$ cat config.mk
export PLATFORM = sky130hd
export DESIGN_NAME = sp1_ram_copier_flat
export DESIGN_NICKNAME = d
export VERILOG_FILES = /design/src/rtl/sp1_ram_copier_pkg.sv /design/src/rtl/sp1_ram_copier_if.sv /design/src/rtl/sp1_ram_copier_adr_gen.sv /design/src/rtl/sp1_ram_copier.sv /design/src/flat_wrapper.sv
export SDC_FILE = /design/constraint.sdc
export NUM_CORES = 1
export LEC_CHECK = 0
export ABC_CLOCK_PERIOD_IN_PS = 2800
export BUFFER_PORTS_ARGS = -buffer_cell sky130_fd_sc_hd__buf_2
export CAP_MARGIN = 20
export CELL_PAD_IN_SITES_DETAIL_PLACEMENT = 0
export CELL_PAD_IN_SITES_GLOBAL_PLACEMENT = 1
export CORE_ASPECT_RATIO = 0.75
export CORE_MARGIN = 1
export CORE_UTILIZATION = 37
export DETAILED_ROUTE_END_ITERATION = 10
export GPL_ROUTABILITY_DRIVEN = 1
export PLACE_DENSITY = 0.79
export RECOVER_POWER = 25
export SETUP_SLACK_MARGIN = 0.4
export SYNTH_ARGS = -nofsm -noshare
export SYNTH_HDL_FRONTEND = slang
export SYNTH_HIERARCHICAL = 1
export SYNTH_SLANG_ARGS = --single-unit
$ cat constraint.sdc
create_clock -name clk -period 2.8 [get_ports clk]
set_clock_uncertainty 0.05 [all_clocks]
set_input_delay 0 -clock clk [delete_from_list [all_inputs] [get_ports clk]]
set_output_delay 0 -clock clk [all_outputs]
set_load 0.05 [all_outputs]
$ cat src/rtl/sp1_ram_copier_pkg.sv
// Shared widths, opcodes and FSM encoding for the sp1_ram block copier.
package sp1_ram_copier_pkg;

  localparam int unsigned AW = 6;
  localparam int unsigned DW = 32;
  localparam int unsigned LW = AW + 1;

  typedef logic [AW-1:0] adr_t;
  typedef logic [DW-1:0] data_t;
  typedef logic [LW-1:0] len_t;

  typedef enum logic {
    OP_COPY = 1'b0,
    OP_FILL = 1'b1
  } op_e;

  typedef enum logic [1:0] {
    ST_IDLE = 2'd0,
    ST_RD   = 2'd1,
    ST_WR   = 2'd2,
    ST_FIN  = 2'd3
  } state_e;

endpackage

$ cat src/rtl/sp1_ram_copier_if.sv
// Command handshake plus sp1_ram bus; master is the copier's view.
interface sp1_ram_copier_if import sp1_ram_copier_pkg::*; ();

  logic  start;
  op_e   op;
  adr_t  src;
  adr_t  dst;
  len_t  len;
  data_t fval;
  logic  busy;
  logic  done;

  logic  cs;
  logic  we;
  adr_t  adr;
  data_t din;
  data_t dout;

  modport master (
    input  start, op, src, dst, len, fval, dout,
    output busy, done, cs, we, adr, din
  );

  modport slave (
    output start, op, src, dst, len, fval, dout,
    input  busy, done, cs, we, adr, din
  );

endinterface

$ cat src/rtl/sp1_ram_copier_adr_gen.sv
// Loadable wrapping up/down address pointer; load and step together pre-advance the base.
module sp1_ram_copier_adr_gen
  import sp1_ram_copier_pkg::*;
(
  input  logic clk,
  input  logic rst,
  input  logic load_i,
  input  adr_t base_i,
  input  logic down_i,
  input  logic step_i,
  output adr_t ptr_o
);

  adr_t ptr_q, ptr_d;
  logic down_q, down_d;
  adr_t cur_c;

  always_comb begin
    cur_c  = load_i ? base_i : ptr_q;
    down_d = load_i ? down_i : down_q;
    ptr_d  = cur_c;
    if (step_i) begin
      ptr_d = down_d ? cur_c - adr_t'(1) : cur_c + adr_t'(1);
    end
  end

  always_ff @(posedge clk or negedge rst) begin
    if (!rst) begin
      ptr_q  <= '0;
      down_q <= 1'b0;
    end else begin
      ptr_q  <= ptr_d;
      down_q <= down_d;
    end
  end

  assign ptr_o = ptr_q;

endmodule

$ cat src/rtl/sp1_ram_copier.sv
// Block COPY/FILL initiator for sp1_ram with start/busy/done handshake.
module sp1_ram_copier
  import sp1_ram_copier_pkg::*;
(
  input  logic              clk,
  input  logic              rst,
  sp1_ram_copier_if.master  bus
);

  state_e state_q, state_d;
  op_e    op_q, op_d;
  len_t   rem_q, rem_d;
  logic   cs_q, cs_d;
  logic   we_q, we_d;
  logic   busy_q, busy_d;
  logic   done_q, done_d;
  adr_t   adr_q, adr_d;
  data_t  din_q, din_d;

  logic   src_load, src_step, dst_load, dst_step;
  adr_t   src_ptr, dst_ptr;

  // Overlap-safe direction: run backwards when dst lands inside [src, src+len).
  adr_t   diff_c, len_m1_c, src_start_c, dst_start_c;
  logic   desc_c;

  always_comb begin
    diff_c      = bus.dst - bus.src;
    len_m1_c    = adr_t'(bus.len - len_t'(1));
    desc_c      = (bus.op == OP_COPY) && (diff_c != '0) && (len_t'(diff_c) < bus.len);
    src_start_c = desc_c ? bus.src + len_m1_c : bus.src;
    dst_start_c = desc_c ? bus.dst + len_m1_c : bus.dst;
  end

  sp1_ram_copier_adr_gen u_src_gen (
    .clk    (clk),
    .rst    (rst),
    .load_i (src_load),
    .base_i (src_start_c),
    .down_i (desc_c),
    .step_i (src_step),
    .ptr_o  (src_ptr)
  );

  sp1_ram_copier_adr_gen u_dst_gen (
    .clk    (clk),
    .rst    (rst),
    .load_i (dst_load),
    .base_i (dst_start_c),
    .down_i (desc_c),
    .step_i (dst_step),
    .ptr_o  (dst_ptr)
  );

  // Pointers always hold the address of the next access of their kind.
  always_comb begin
    state_d  = state_q;
    op_d     = op_q;
    rem_d    = rem_q;
    cs_d     = 1'b0;
    we_d     = 1'b0;
    busy_d   = 1'b0;
    done_d   = 1'b0;
    adr_d    = adr_q;
    din_d    = din_q;
    src_load = 1'b0;
    src_step = 1'b0;
    dst_load = 1'b0;
    dst_step = 1'b0;

    case (state_q)
      ST_IDLE: begin
        if (bus.start) begin
          op_d     = bus.op;
          rem_d    = bus.len;
          busy_d   = 1'b1;
          src_load = 1'b1;
          dst_load = 1'b1;
          if (bus.len == '0) begin
            state_d = ST_FIN;
            done_d  = 1'b1;
          end else if (bus.op == OP_FILL) begin
            state_d  = ST_WR;
            cs_d     = 1'b1;
            we_d     = 1'b1;
            adr_d    = dst_start_c;
            din_d    = bus.fval;
            dst_step = 1'b1;
          end else begin
            state_d  = ST_RD;
            cs_d     = 1'b1;
            adr_d    = src_start_c;
            src_step = 1'b1;
          end
        end
      end

      ST_RD: begin
        state_d  = ST_WR;
        cs_d     = 1'b1;
        we_d     = 1'b1;
        busy_d   = 1'b1;
        adr_d    = dst_ptr;
        dst_step = 1'b1;
      end

      ST_WR: begin
        rem_d = rem_q - len_t'(1);
        if (op_q == OP_COPY) begin
          din_d = bus.dout;
        end
        if (rem_q == len_t'(1)) begin
          state_d = ST_FIN;
          done_d  = 1'b1;
        end else if (op_q == OP_FILL) begin
          cs_d     = 1'b1;
          we_d     = 1'b1;
          busy_d   = 1'b1;
          adr_d    = dst_ptr;
          dst_step = 1'b1;
        end else begin
          state_d  = ST_RD;
          cs_d     = 1'b1;
          busy_d   = 1'b1;
          adr_d    = src_ptr;
          src_step = 1'b1;
        end
      end

      ST_FIN: begin
        state_d = ST_IDLE;
      end

      default: begin
        state_d = ST_IDLE;
      end
    endcase
  end

  always_ff @(posedge clk or negedge rst) begin
    if (!rst) begin
      state_q <= ST_IDLE;
      op_q    <= OP_COPY;
      rem_q   <= '0;
      cs_q    <= 1'b0;
      we_q    <= 1'b0;
      busy_q  <= 1'b0;
      done_q  <= 1'b0;
      adr_q   <= '0;
      din_q   <= '0;
    end else begin
      state_q <= state_d;
      op_q    <= op_d;
      rem_q   <= rem_d;
      cs_q    <= cs_d;
      we_q    <= we_d;
      busy_q  <= busy_d;
      done_q  <= done_d;
      adr_q   <= adr_d;
      din_q   <= din_d;
    end
  end

  // COPY writes forward the previous read's data straight from the RAM.
  assign bus.din  = (state_q == ST_WR && op_q == OP_COPY) ? bus.dout : din_q;
  assign bus.cs   = cs_q;
  assign bus.we   = we_q;
  assign bus.adr  = adr_q;
  assign bus.busy = busy_q;
  assign bus.done = done_q;

endmodule

$ cat src/flat_wrapper.sv
// flat-port wrapper written by rule: the top's interface ports become plain ports
module sp1_ram_copier_flat import sp1_ram_copier_pkg::*;
  (clk, rst, bus_start, bus_op, bus_src, bus_dst, bus_len, bus_fval, bus_dout, bus_busy, bus_done, bus_cs, bus_we, bus_adr, bus_din);
  sp1_ram_copier_if bus_i ();
  input  logic clk;
  input  logic rst;
  input wire logic [$bits(bus_i.start)-1:0] bus_start;
  input wire logic [$bits(bus_i.op)-1:0] bus_op;
  input wire logic [$bits(bus_i.src)-1:0] bus_src;
  input wire logic [$bits(bus_i.dst)-1:0] bus_dst;
  input wire logic [$bits(bus_i.len)-1:0] bus_len;
  input wire logic [$bits(bus_i.fval)-1:0] bus_fval;
  input wire logic [$bits(bus_i.dout)-1:0] bus_dout;
  output wire logic [$bits(bus_i.busy)-1:0] bus_busy;
  output wire logic [$bits(bus_i.done)-1:0] bus_done;
  output wire logic [$bits(bus_i.cs)-1:0] bus_cs;
  output wire logic [$bits(bus_i.we)-1:0] bus_we;
  output wire logic [$bits(bus_i.adr)-1:0] bus_adr;
  output wire logic [$bits(bus_i.din)-1:0] bus_din;
  assign bus_i.start = bus_start;
  assign bus_i.op = bus_op;
  assign bus_i.src = bus_src;
  assign bus_i.dst = bus_dst;
  assign bus_i.len = bus_len;
  assign bus_i.fval = bus_fval;
  assign bus_i.dout = bus_dout;
  assign bus_busy = bus_i.busy;
  assign bus_done = bus_i.done;
  assign bus_cs = bus_i.cs;
  assign bus_we = bus_i.we;
  assign bus_adr = bus_i.adr;
  assign bus_din = bus_i.din;
  sp1_ram_copier u_core (.clk(clk), .rst(rst), .bus(bus_i));
endmodule
# After elaboration in Yosys (flattened, before gate mapping)
# Index checks and enable logic that the tools add are counted.
# op_classes
n_addsub	9
n_lt_le_gt_ge	1
eq_ne	10
n_mux	53
bitwise	2
n_reduce_logical	13
# op_table
operator	n
32-bit two-way mux	5
6-bit two-way mux	13
32-bit case mux with 2 select lines	1
1-bit two-way mux	20
6-bit case mux with 3 select lines	1
6-bit by 1-bit subtractor with 6-bit output (second input constant)	3
7-bit case mux with 2 select lines	1
6-bit by 1-bit adder with 6-bit output (second input constant)	2
6-bit adder	2
2-bit two-way mux	5
2-bit inequality test (second input constant)	5
1-bit case mux with 3 select lines	3
2-bit case mux with 4 select lines	1
7-bit by 1-bit equality test with 1-bit output (second input constant)	1
7-bit logical NOT	1
6-bit by 7-bit < comparator with 1-bit output	1
7-bit two-way mux	1
7-bit by 1-bit subtractor with 7-bit output (second input constant)	1
2-bit AND reduction	3
6-bit nonzero test	1
6-bit subtractor	1
5-bit AND reduction	1
2-bit equality test (second input constant)	2
1-bit case mux with 2 select lines	2
8 further kinds	11
# word_totals
ff_bits	66
inputBits	87
out_inout_bits	42
wordCells	101

# Logic depth before layout (Yosys ltp)
# depth
word_depth	9
depth_mapped	22

# Cells and area by module
# The synthesis kept the hierarchy.
# modules_own_cells
mod	n_inst	cells_each	area_each_um2
sp1_ram_copier	1	487	4284.1
sp1_ram_copier_adr_gen	2	58	576.8

# Worst setup path after synthesis
# Ideal clock, no wire load.
# synth_timing
kind	input-to-reg
from	input bus_src[4]
to	register u_core.u_dst_gen.ptr_q[5], in the netlist u_core/u_dst_gen/ptr_o[5]
arrival_time_ps	3765
required_ps	2649
slack_ps	-1116
stages	18
path_buffers	1
cell_sequence	inv_1 ha_1 and2_1 o21a_1 a31o_2 or2_2 ha_1 nand2_1 o31ai_2 nor2_2 buf_6 mux2_4 mux2_2 ha_1 nand3_1 o211ai_2 o2111a_1 nor4_1
# synth_between
elab_chain_len	9
# synth_lines
element	line_no	text
start: declaration	flat_wrapper.sv:9	input wire logic [$bits(bus_i.src)-1:0] bus_src;
6-bit subtractor *	sp1_ram_copier.sv:28	diff_c = bus.dst - bus.src;
branches (longest 2 deep; another with 6-bit by 7-bit < comparator with 1-bit output)	-	
1-bit logical AND *	sp1_ram_copier.sv:30	desc_c = (bus.op == OP_COPY) && (diff_c != '0) && (len_t'(diff_c) < bus.len);
net u_core.desc_c	sp1_ram_copier.sv:25	logic desc_c;
6-bit two-way mux *	sp1_ram_copier.sv:32	dst_start_c = desc_c ? bus.dst + len_m1_c : bus.dst;
net u_core.dst_start_c[1]	sp1_ram_copier.sv:24	adr_t diff_c, len_m1_c, src_start_c, dst_start_c;
6-bit two-way mux *	sp1_ram_copier_adr_gen.sv:19	cur_c = load_i ? base_i : ptr_q;
6-bit by 1-bit adder with 6-bit output or 6-bit by 1-bit subtractor with 6-bit output (tied branches)	sp1_ram_copier_adr_gen.sv:23	ptr_d = down_d ? cur_c - adr_t'(1) : cur_c + adr_t'(1);
6-bit two-way mux *	sp1_ram_copier_adr_gen.sv:23	
6-bit two-way mux *	sp1_ram_copier_adr_gen.sv:22	if (step_i) begin
net u_core.u_dst_gen.ptr_d[5]	sp1_ram_copier_adr_gen.sv:14	adr_t ptr_q, ptr_d;
end signal: assignment	sp1_ram_copier_adr_gen.sv:32	ptr_q <= ptr_d;
end: declaration	sp1_ram_copier_adr_gen.sv:14	
# Mark *: on every way through the listed nets, which the timed path passes.
# A chain may end at the register's enable or synchronous reset.

# Final worst setup path
# layout_timing
from	input bus_src[4]
to	register u_core.u_dst_gen.ptr_q[5], in the netlist u_core/u_dst_gen/ptr_o[5]
# layout_between
elab_chain_len	9
# layout_lines
element	line_no
6-bit subtractor *	sp1_ram_copier.sv:28
branches (longest 2 deep; another with 6-bit by 7-bit < comparator with 1-bit output)	-
1-bit logical AND *	sp1_ram_copier.sv:30
6-bit two-way mux *	sp1_ram_copier.sv:32
net u_core.dst_start_c[1]	sp1_ram_copier.sv:24
6-bit two-way mux *	sp1_ram_copier_adr_gen.sv:19
6-bit by 1-bit adder with 6-bit output or 6-bit by 1-bit subtractor with 6-bit output (tied branches)	sp1_ram_copier_adr_gen.sv:23
6-bit two-way mux *	sp1_ram_copier_adr_gen.sv:23
6-bit two-way mux *	sp1_ram_copier_adr_gen.sv:22
net u_core.u_dst_gen.ptr_d[5]	sp1_ram_copier_adr_gen.sv:14
# Marked as above.

==> metrics.md <==
| Metric | Value |
|---|---|
| Run status | complete, but fails checks |
| Violations in the final reports | capacitance limit, slew limit, setup timing |
| Most common cell after layout, fill and taps aside | buf_4 |
| Standard-cell row count | 37 |
| Tot Pwr | 10.6 mW |
| Post-Synthesis Cells | 603 |
| Number of max-slew violations in the final report | 26 |
| Largest fanout on the critical path | 6 |
| Synthesized area per cell | 9.02 µm² |
| Clock latency of the later-clocked register in the worst-skew pair | 0.34 ns |
| Net total in the final layout | 1,030 |
| Post-Place Worst Slack | -1.18 ns |
| Vias per Instance | 5.27 |
| Clock transition at the registers of the reported paths | 0.06 ns |
| Total clock buffers created by CTS | 9 |
| Worst slew margin relative to its limit | -5.45% |
| Worst slack on hold paths | 0.0260 ns |
| Vias in the first global route | 6,044 |
| Req. time, crit path | 2.97 ns |
| Total leakage power | 3.97 nW |
| Horizontal extent of the die | 142 µm |
| Diode insertion count for antenna repair | 0 |
| Worst setup slack after layout | -0.701 ns |
| Number of buffer cells added on primary ports | 128 |
| Overall die height | 107 µm |
| Area of the placeable core | 14,000 µm² |
| Post-detailed-route DRC marker count | 0 |
| Worst setup path class | in2reg |
| Sinks on Clock Net | 66 |
| Commonest cells after routing, fill and taps aside | 115 x buf_4, 114 x buf_2, 66 x dfrtp_1 |
| Final standard cell count with taps included and fillers excluded | 1,102 |
| Die area | 15,200 µm² |
| CTS tree | built |
| Number of nets in the synthesized netlist | 731 |
| Multiplexer area fraction after synthesis | 18.7% |
| Library cell occupying the most area in the post-synthesis netlist | dfrtp_1 |
| Wirelength, routed | 18.8 mm |
| Number of flip-flops and latches in the synthesized netlist | 66 |
| Antenna violations before repair | 0 |
| Max-capacitance violation count | 1 |
| Proportion of power drawn by combinational gates | 71.7% |
| Cell chosen for the clock root | clkbuf_16 |
| Kind of end point of the critical path | flop |
| Top cell type's share of synthesized area | 30.4% |
| Classification of the worst-slack hold path | in2reg |
| Sw Share | 49.1% |
| Pin count of the biggest net entering global routing | 65 |
| Synth warn | 6 |
| Sequential Power Share | 17.4% |
| Proportion of register bits with asynchronous set or reset after synthesis | 100% |
| Share of synthesized area occupied by flip-flops and latches | 30.4% |
| Placer Congestion | 0.970 |
| Power spent charging and discharging nets | 5.20 mW |
| Nature of the critical path startpoint | input pin |
| Power share of the clock group | 10.9% |
| Antenna viol nets, final | 0 |
| Post-Synth Adder-Cell Area | 10.1% |
| Wire length of the first global-routing pass | 29.6 mm |
| Largest cells by area after synthesis | dfrtp_1 30%, mux2_2 9.3%, ha_1 8.3% |
| Peak supply drop | 684 µV |
| Internal Pwr Total | 5.40 mW |
| Number of buffers between clock root and the deepest sink | 2 |
| H-tree Lvls | 3 |
| Area of the multi-input gates | 3980 µm² |
| Area growth syn-to-layout | 58.7% |
| Count of filler cells inserted in the layout | 1,178 |
| Pre-antenna DRT Iters | 5 |
| Count of flip-flops with a built-in enable after synthesis | 0 |
| Post-DR wirelength/cell | 17.0 µm |
| Xor-xnor portion of the synthesized cell area | 4.51% |
| HPWL reported at the end of detailed placement | 13.1 mm |
| Synthesized area | 5440 µm² |
| Via Count | 5,807 |
| Starting DRT DRC Count | 335 |
| Combined global-route utilization of all metal layers | 25.1% |
| Layout cells sized above 1 | 43.7% |
| Top_reg_cell synth | dfrtp_1 |
| Unique masters post-synth | 57 |
| Placed cells | 994 |
| Effective utilization at floorplan | 38.8% |
| Worst setup slack for register-to-register paths | -0.02 ns |
| Period utilization | 125% |
| Post-synthesis share of cell area spent on and, or, nand and nor gates | 14.3% |
| Flip-flop and latch area | 1650 µm² |
| Final critical-path required period | 3.50 ns |
| Arrival time worst endpoint | 3.67 ns |
| RSZ-0062 raised after global routing | true |
| Highest clock rate | 286 MHz |
| Count of final hold-check violations | 0 |
| Number of top-level pins | 129 |
| Combinational family with the most area after synthesis | multiplexers |
| Global-route congestion overflow total | 0 |
| Power per Cell Area | 1230 nW/µm² |
| Worst-margin pin slew | 1.58 ns |
| Area fraction in compound gates after synthesis | 17.1% |
| Count of final setup violators | 12 |
[critical path, cell delays in order]
cell	delay (ns)
buf_8	0.10
inv_6	0.05
ha_4	0.19
and2_4	0.13
o21a_1	0.16
a31o_2	0.23
or2_4	0.26
ha_4	0.24
a21oi_2	0.12
nor2_1	0.06
nor2_2	0.16
o31ai_4	0.12
nor2_4	0.18
buf_6	0.16
mux2_4	0.29
mux2_4	0.29
ha_4	0.28
nand3_2	0.08
o211ai_2	0.18
nor4_1	0.06
nor4_1	0.31
[sequential cells by signal, indices dropped and copies added (netlist names)]
| signal | flops |
|---|---|
| u_core/bus.cs | 1 |
| u_core/bus.done | 1 |
| u_core/u_src_gen/ptr_o | 6 |
| u_core/bus.we | 1 |
| u_core/din_q | 32 |
| u_core/u_dst_gen/ptr_o | 6 |
| u_core/bus.adr | 6 |
| u_core/rem_q | 7 |
| u_core/u_dst_gen/down_q | 1 |
| u_core/bus.busy | 1 |
| u_core/state_q | 2 |
| u_core/u_src_gen/down_q | 1 |
| u_core/op_q | 1 |
[cell usage after synthesis, types with 3 or more instances]
| master | count |
|---|---|
| nor2_1 | 31 |
| dfrtp_1 | 66 |
| nor3_1 | 14 |
| xnor2_1 | 19 |
| or3_1 | 3 |
| buf_6 | 3 |
| a21oi_1 | 46 |
| inv_1 | 29 |
| xor2_1 | 9 |
| fa_1 | 5 |
| nand3_1 | 20 |
| o22ai_1 | 7 |
| a21boi_0 | 3 |
| or4_1 | 3 |
| buf_1 | 4 |
| ha_1 | 36 |
| nor4_1 | 4 |
| nand2b_1 | 5 |
| nand4_1 | 4 |
| a211oi_1 | 4 |
| nor3b_1 | 3 |
| mux2_2 | 45 |
| clkbuf_1 | 25 |
| o211ai_1 | 5 |
| a311oi_1 | 3 |
| nand2_1 | 57 |
| mux2_4 | 3 |
| a21o_1 | 6 |
| and2_1 | 4 |
| mux2i_1 | 42 |
| a221oi_1 | 5 |
| o21ai_0 | 52 |
| nor2b_1 | 3 |
[metrics by stage]
step                cell area, µm²  util [%]  TNS (ns)
floorplan                     5590         -     -5.43
global placement              7090      50.5     -9.89
detailed placement            7090      50.5    -10.65
CTS                           8340      59.5     -4.13
global route                  8630      61.5     -6.58
finish                        8630      61.5     -5.45
[final timing paths]
path	start	end	depth (start not counted)
setup / recovery	bus_src[4]	u_core/u_dst_gen/ptr_o[5]$_DFF_PN0_	21
hold / removal	bus_src[4]	u_core/bus.adr[4]$_DFFE_PN0P_	4
setup reg to reg	u_core/state_q[0]$_DFFE_PN0P_	u_core/u_dst_gen/ptr_o[5]$_DFF_PN0_	12
hold reg to reg	u_core/din_q[7]$_DFFE_PN0P_	u_core/din_q[7]$_DFFE_PN0P_	2
max in group asynchronous	rst	u_core/din_q[17]$_DFFE_PN0P_	3
min in group asynchronous	rst	u_core/bus.we$_DFF_PN0_	2
[final cells by class]
cell class              instances  area share (%)
clock buffers                  10            2.77
multi-input cells             474            46.1
repair buffers                322            27.0
flip-flops and latches         66            19.1
well taps                     195            2.83
inverters                      29            1.42
clock inverters                 6           0.769
[metal layers]
metal	routed length [µm]	up-vias	GRT usage, %
li1	-	2772	-
met1	8010	2801	30.8
met2	9230	187	43.3
met3	979	47	4.69
met4	558	0	9.91
met5	0	-	0
[power by group through the flow]
stage | clock network [mW] | registers (mW) | logic, mW
final | 1.16 | 1.84 | 7.60
after global routing | 1.22 | 1.89 | 8.15
after CTS | 1.18 | 1.83 | 7.06
after detailed placement | 0 | 1.83 | 6.53
after global placement | 0 | 1.81 | 6.36
after floorplan | 0 | 1.92 | 4.67
[what timing repair did]
| action | CTS | global route |
|---|---|---|
| pin swaps | 25 | 17 |
| buffers inserted | 12 | 16 |
| endpoints found under the setup margin | 47 | 53 |
| hold endpoints to repair | 55 | 0 |
| hold buffers | 64 | 0 |
| gates resized for setup | 56 | 40 |
[cells by family (layout without fill, tap and decap cells)]
family	Yosys count	in the layout
AO/OA/AOI/OAI	152	152
XOR/XNOR	28	28
adder cells (fa/ha/maj)	41	41
buffers and inverters	63	367
flip-flops	66	66
multiplexers	92	92
AND/OR/NAND/NOR	161	161
Note: power is estimated with default switching activity, not from simulation.
